[src/rtl/shader_core_p.sv]
// rtl/shader_core_p.sv - two-stage shader core with bypassed register file, write-back export and HALT/resume
module shader_core_p #(
    parameter  int DATA_W   = 16,
    parameter  int NUM_REGS = 8,
    localparam int RA_W     = $clog2(NUM_REGS),
    localparam int INSTR_W  = 4 + 3 * RA_W
) (
    input  logic               clk,
    input  logic               rst_n,
    input  logic [INSTR_W-1:0] instr,
    input  logic               instr_valid,
    output logic               instr_ready,
    input  logic               resume,
    output logic               wb_valid,
    output logic [RA_W-1:0]    wb_addr,
    output logic [DATA_W-1:0]  wb_data,
    output logic               halted
);

    localparam int SH_W = $clog2(DATA_W);

    localparam logic [3:0] OP_ADD  = 4'h1;
    localparam logic [3:0] OP_SUB  = 4'h2;
    localparam logic [3:0] OP_AND  = 4'h3;
    localparam logic [3:0] OP_OR   = 4'h4;
    localparam logic [3:0] OP_XOR  = 4'h5;
    localparam logic [3:0] OP_SHL  = 4'h6;
    localparam logic [3:0] OP_SHR  = 4'h7;
    localparam logic [3:0] OP_LDI  = 4'h8;
    localparam logic [3:0] OP_MOV  = 4'h9;
    localparam logic [3:0] OP_HALT = 4'hF;

    typedef enum logic {S_RUN, S_HALTED} state_t;

    state_t              r_state;
    state_t              w_state_nxt;
    logic                r_ready;
    logic                r_id_valid;
    logic [INSTR_W-1:0]  r_id_instr;
    logic                r_wb_valid;
    logic [RA_W-1:0]     r_wb_addr;
    logic [DATA_W-1:0]   r_wb_data;
    logic [DATA_W-1:0]   r_regs [NUM_REGS];

    logic                w_accept;
    logic [3:0]          w_op;
    logic [RA_W-1:0]     w_wa;
    logic [RA_W-1:0]     w_ra;
    logic [RA_W-1:0]     w_rb;
    logic [DATA_W-1:0]   w_a;
    logic [DATA_W-1:0]   w_b;
    logic [DATA_W-1:0]   w_imm;
    logic [DATA_W-1:0]   w_res;
    logic                w_writes;
    logic                w_wr_en;

    assign w_accept = instr_valid & r_ready;
    assign w_op     = r_id_instr[INSTR_W-1 -: 4];
    assign w_wa     = r_id_instr[3*RA_W-1 -: RA_W];
    assign w_ra     = r_id_instr[2*RA_W-1 -: RA_W];
    assign w_rb     = r_id_instr[RA_W-1:0];

    // HALT is recognised at acceptance so that no further instruction slips in behind it.
    always_comb begin
        w_state_nxt = r_state;
        case (r_state)
            S_RUN:     if (w_accept && instr[INSTR_W-1 -: 4] == OP_HALT) w_state_nxt = S_HALTED;
            S_HALTED:  if (resume) w_state_nxt = S_RUN;
            default:   w_state_nxt = S_RUN;
        endcase
    end

    always_ff @(posedge clk or negedge rst_n) begin
        if (!rst_n) begin
            r_state <= S_RUN;
            r_ready <= 1'b0;
        end else begin
            r_state <= w_state_nxt;
            r_ready <= (w_state_nxt == S_RUN);
        end
    end

    // Operand read: r0 reads zero, an in-flight write-back wins over the stored value.
    always_comb begin
        if (w_ra == '0)                                w_a = '0;
        else if (r_wb_valid && r_wb_addr == w_ra)      w_a = r_wb_data;
        else                                           w_a = r_regs[w_ra];
        if (w_rb == '0)                                w_b = '0;
        else if (r_wb_valid && r_wb_addr == w_rb)      w_b = r_wb_data;
        else                                           w_b = r_regs[w_rb];
    end

    always_comb begin
        w_imm              = '0;
        w_imm[2*RA_W-1:0]  = {w_ra, w_rb};
        w_res              = '0;
        w_writes           = 1'b1;
        case (w_op)
            OP_ADD:  w_res = w_a + w_b;
            OP_SUB:  w_res = w_a - w_b;
            OP_AND:  w_res = w_a & w_b;
            OP_OR:   w_res = w_a | w_b;
            OP_XOR:  w_res = w_a ^ w_b;
            OP_SHL:  w_res = w_a << w_b[SH_W-1:0];
            OP_SHR:  w_res = w_a >> w_b[SH_W-1:0];
            OP_LDI:  w_res = w_imm;
            OP_MOV:  w_res = w_a;
            default: w_writes = 1'b0;
        endcase
    end

    assign w_wr_en = r_id_valid & w_writes & (w_wa != '0);

    always_ff @(posedge clk or negedge rst_n) begin
        if (!rst_n) begin
            r_id_valid <= 1'b0;
            r_id_instr <= '0;
            r_wb_valid <= 1'b0;
            r_wb_addr  <= '0;
            r_wb_data  <= '0;
        end else begin
            r_id_valid <= w_accept;
            if (w_accept) r_id_instr <= instr;
            r_wb_valid <= w_wr_en;
            if (w_wr_en) begin
                r_wb_addr <= w_wa;
                r_wb_data <= w_res;
            end
        end
    end

    always_ff @(posedge clk or negedge rst_n) begin
        if (!rst_n) begin
            for (int i = 0; i < NUM_REGS; i++) r_regs[i] <= '0;
        end else if (r_wb_valid) begin
            r_regs[r_wb_addr] <= r_wb_data;
        end
    end

    assign instr_ready = r_ready;
    assign halted      = (r_state == S_HALTED);
    assign wb_valid    = r_wb_valid;
    assign wb_addr     = r_wb_addr;
    assign wb_data     = r_wb_data;

endmodule
[config.mk]
export PLATFORM = sky130hd
export DESIGN_NAME = shader_core_p
export DESIGN_NICKNAME = d
export VERILOG_FILES = /design/src/rtl/shader_core_p.sv
export SDC_FILE = /design/constraint.sdc
export NUM_CORES = 1
export LEC_CHECK = 0
export CORE_MARGIN = 10
export CORE_UTILIZATION = 54
export CTS_CLUSTER_DIAMETER = 200
export DETAILED_ROUTE_END_ITERATION = 12
export PLACE_DENSITY_LB_ADDON = 0.08
export SETUP_SLACK_MARGIN = 0.05
export SYNTH_ARGS = -nofsm -noshare
export SYNTH_HDL_FRONTEND = slang
export SYNTH_SLANG_ARGS = --single-unit
[constraint.sdc]
create_clock -name clk -period 9.42 [get_ports clk]
set_input_delay 1.413 -clock clk [delete_from_list [all_inputs] [get_ports clk]]
set_output_delay 1.413 -clock clk [all_outputs]
set_load 0.01 [all_outputs]
==> results.txt <==
----------------------------------------------------
[Run status]
  Status ... finished clean

[Cells and area]
  # diodes ... 0
  Total number of nets in the final design ... 1178
  Area Overhead vs Synth ... 10.0%
  Fraction of final layout cells with drive strength greater than 1 ... 0.262
  Count of fill cells added during filler insertion ... 1823

[Worst setup path]
  Critical Path AT ... 5870 ps
  Type of destination of the critical path ... flop
  Kind of critical path ... flop to flop
  Maximum net fanout on the critical path ... 32
  Worst r2r src ... r_id_instr[1]$_DFFE_PN0P_
  Worst path cell trace ... buf_4 > xnor2_1 > nand4_1 > buf_4 > mux2i_1 > or2_2 > inv_1 > nor2_1 > a21oi_1 > xnor2_1 > ha_1 > o21a_1 > o21ai_0 > a31oi_1 > o31ai_1 > a21oi_1 > a31oi_1 > o21ai_0 > xnor2_1 > a21oi_1 > o21ai_1
  Worst EP required ... 9740 ps
  CP max stage delay ... 720 ps
  Slowest cell on crit path ... dfrtp_1
  Critical Path Start Type ... flop
  Launching instance or port of the critical path ... r_id_instr[1]$_DFFE_PN0P_

[Power and ir drop]
  Total power density per cell area ... 386 nW/um^2
  Maximum ir drop on the vdd rail ... 0.000183 V
  Fraction of power consumed by the clock network ... 0.144
  Combinational power share ... 0.581
  Internal power component ... 2.70 mW
  Net load switching power ... 2.34 mW
  Static power due to leakage ... 5.64 nW
  Share of power burned in registers ... 0.275
  Pwr Total ... 5.04 mW
  Switching power share of the total ... 0.464

[Timing]
  Final-report max-slew violation count ... 0
  Worst Clk Skew ... 15.0 ps
  Setup TNS ... 0 ps
  Highest achievable clock rate ... 180 MHz
  Unrepaired setup endpoints after global routing ... false
  Worst Max-Slew Pin Slew ... 1050 ps
  Final hold violations ... 0
  Max_slew headroom ... 0.302
  Crit path time final ... 5540 ps
  Portion of the clock cycle consumed by the worst path in the final layout ... 0.588
  Final setup vio count ... 0

[Global route]
  Antenna violations before repair ... 0
  Pin count of the biggest net entering global routing ... 86
  Global-route usage over all layers ... 0.261
  Number of global-route vias before repair ... 9325
  Wire length of the first global-routing pass ... 57.6 mm
  Global route total overflow ... 0

[Logic synthesis]
  Post-synthesis cell count ... 1110
  Proportion of synthesized chip area in sequential cells ... 0.346
  Top FF cell, synth ... dfrtp_1
  Syn_nets ... 1177
  Post-Syn Area per Cell ... 10.7 sq um
  FFs w/ async S/R, synth ... 1.00
  Post-synth design cell area ... 11900 sq um
  FF+latch count, synth ... 164
  Distinct cells, synth ... 65
  Number of enable flip-flop cells after synthesis ... 0
  Synth Warn # ... 0

[Place]
  Final Wtd Congestion ... 0.973
  DPL Wire Length ... 26.0 mm
  Number of buffers inserted by port buffering ... 38

[Floorplanning]
  Core box area ... 21700 sq um
  Floorplan row count ... 54
  Initial core utilization ... 0.547
  Die Span X ... 168 microns
  Ports ... 39
  Die area ... 28300 sq um
  Die outline height ... 168 microns

[Clocking]
  Clock-pin slew of the registers on the worst-case setup and hold paths ... 70 ps
  CTS HTree Levels ... 4
  TritonCTS clock tree ... done
  Maximum count of clock buffers along a single path ... 2
  Number of post-CTS setup repair buffers ... 0
  Count of hold-fix buffers inserted at cts ... 0
  Clock sinks ... 164
  Worst skew pair latency ... 450 ps
  Number of CTS-inserted buffers ... 17
  Root buffer cell ... clkbuf_16
  Number of resized instances in the post-cts repair step ... 0

[Routing]
  Detailed-route via count ... 9304
  Routed len/inst ... 26.4 microns
  Vias per std cell ... 6.63
  Detailed-route DRC error count ... 0
  Router iterations before antenna repair ... 7
  Detailed Route WL ... 37.1 mm
  First DRT Iteration DRCs ... 811
  DRT antenna net count ... 0

[Min path]
  Worst hold-check path type ... flop to flop
  Launch instance of the worst min-delay path ... r_regs[37]$_DFFE_PN0P_

[Run]
  Count of maximum capacitance violations ... 0

----------------------------------------------------
power groups by stage:
stage	sequential (mW)	combinational [mW]	clock [mW]
6_report	1.39	2.93	0.723
5_1_grt	1.43	3.18	0.756
3_3_place_gp	1.38	2.86	0
3_5_place_dp	1.39	2.88	0
2_1_floorplan	1.19	2.23	0
4_1_cts	1.38	2.89	0.734
through the flow:
stage	cell area [sq um]	setup slack, ps	instances	hold slack [ps]	util
global placement	12500	4120	1372	498	0.574
CTS	13100	4010	1404	524	0.602
global route	13100	3450	1404	537	0.602
finish	13100	3880	1404	526	0.602
detailed placement	12500	4040	1372	508	0.574
floorplan	11900	4890	1110	488	-
layer usage:
metal / wire length (microns) / global-route usage / share of wire
met5: 0 / 0 / 0
met4: 900 / 0.0814 / 0.024
met3: 2160 / 0.0421 / 0.058
met2: 17700 / 0.419 / 0.48
met1: 16300 / 0.353 / 0.44
state kept, by name, summed over array words and instances, names as in the netlist:
signal,flops
r_regs,128
r_id_instr,13
instr_ready,1
wb_valid,1
wb_addr,3
halted,1
r_id_valid,1
wb_data,16
cell families (layout without fill, tap and decap cells):
logic type	after synthesis	count (layout)	share of synthesized area
AOI/OAI and AO/OA	252	252	0.137
xor gates and xnor gates	34	34	0.0257
adders and majority gates	50	50	0.0534
buffers and inverters	129	143	0.0479
DFF	164	164	0.346
muxes	279	279	0.314
and+or+nand+nor	202	202	0.0765
layout by cell type (no fill, tap or decap), types with 5 or more instances in the layout:
cell type / instances
dfrtp_1: 161
mux2_2: 157
a21oi_1: 75
nor2_1: 70
mux2i_1: 66
nand2_1: 65
o21ai_0: 51
ha_1: 49
mux4_2: 44
clkdlybuf4s50_1: 37
inv_1: 36
buf_4: 34
xnor2_1: 29
o211ai_1: 19
clkbuf_16: 17
a22oi_1: 16
nand3_1: 14
a31oi_1: 14
a221oi_1: 13
mux4_1: 11
o22ai_1: 10
nor3_1: 9
or2_2: 7
nand2b_1: 7
o2111ai_1: 6
nand4_1: 5
a21o_1: 5
o221ai_1: 5
inv_8: 5
synth_stat cells (4+ instances only):
| cell type | number | area (sq um) |
|---|---|---|
| o2111ai_1 | 6 | 52.6 |
| dfrtp_1 | 164 | 4100 |
| nand2_1 | 65 | 244 |
| o21ai_0 | 51 | 255 |
| buf_2 | 27 | 135 |
| nor3_1 | 11 | 55.1 |
| a21o_1 | 5 | 37.5 |
| o31ai_1 | 4 | 30.0 |
| mux2i_1 | 66 | 661 |
| nor2b_1 | 4 | 25.0 |
| a221oi_1 | 13 | 114 |
| mux4_1 | 11 | 289 |
| buf_1 | 5 | 18.8 |
| o22ai_1 | 10 | 62.6 |
| ha_1 | 49 | 613 |
| or2_2 | 7 | 43.8 |
| a22oi_1 | 16 | 120 |
| a31oi_1 | 14 | 87.6 |
| xor2_1 | 4 | 35.0 |
| xnor2_1 | 29 | 254 |
| inv_1 | 36 | 135 |
| o221ai_1 | 5 | 43.8 |
| clkbuf_1 | 50 | 188 |
| a21oi_1 | 75 | 375 |
| o211ai_1 | 19 | 143 |
| a211oi_1 | 4 | 30.0 |
| mux2_2 | 157 | 1770 |
| nand4_1 | 5 | 31.3 |
| mux4_2 | 44 | 991 |
| nand2b_1 | 7 | 43.8 |
| nor2_1 | 71 | 267 |
| nand3_1 | 14 | 70.1 |
| o21a_1 | 4 | 30.0 |
| buf_4 | 5 | 37.5 |
| and3_1 | 4 | 25.0 |
worst paths after layout:
| check | end | cells after the start | slack, ps |
|---|---|---|---|
| setup / recovery | wb_data[15]$_DFFE_PN0P_ | 21 | 3880 |
| hold / removal | r_regs[37]$_DFFE_PN0P_ | 1 | 530 |
| setup reg to reg | wb_data[15]$_DFFE_PN0P_ | 21 | 3880 |
| hold reg to reg | r_regs[37]$_DFFE_PN0P_ | 1 | 530 |
| max in group asynchronous | r_id_instr[0]$_DFFE_PN0P_ | 2 | 6820 |
| min in group asynchronous | r_regs[47]$_DFFE_PN0P_ | 1 | 1000 |
worst max-delay path: cells and delay by family (launching register included):
kind            cells  cell delay [ps]
fa+ha+maj           1              370
compound gates     10             1730
flops               1              720
mux                 1              270
simple gates        3              970
buf+inv             3              890
xor+xnor            3              440
layout make-up:
cell class	count	area, sq um	area share
well taps	280	350	0.0268
flip-flops and latches	164	4110	0.315
repair buffers	72	637	0.0488
clock buffers	18	439	0.0336
inverters	39	146	0.0112
multi-input cells	817	7220	0.553
clock inverters	14	160	0.0123
Note: power is estimated with default switching activity, not from simulation.
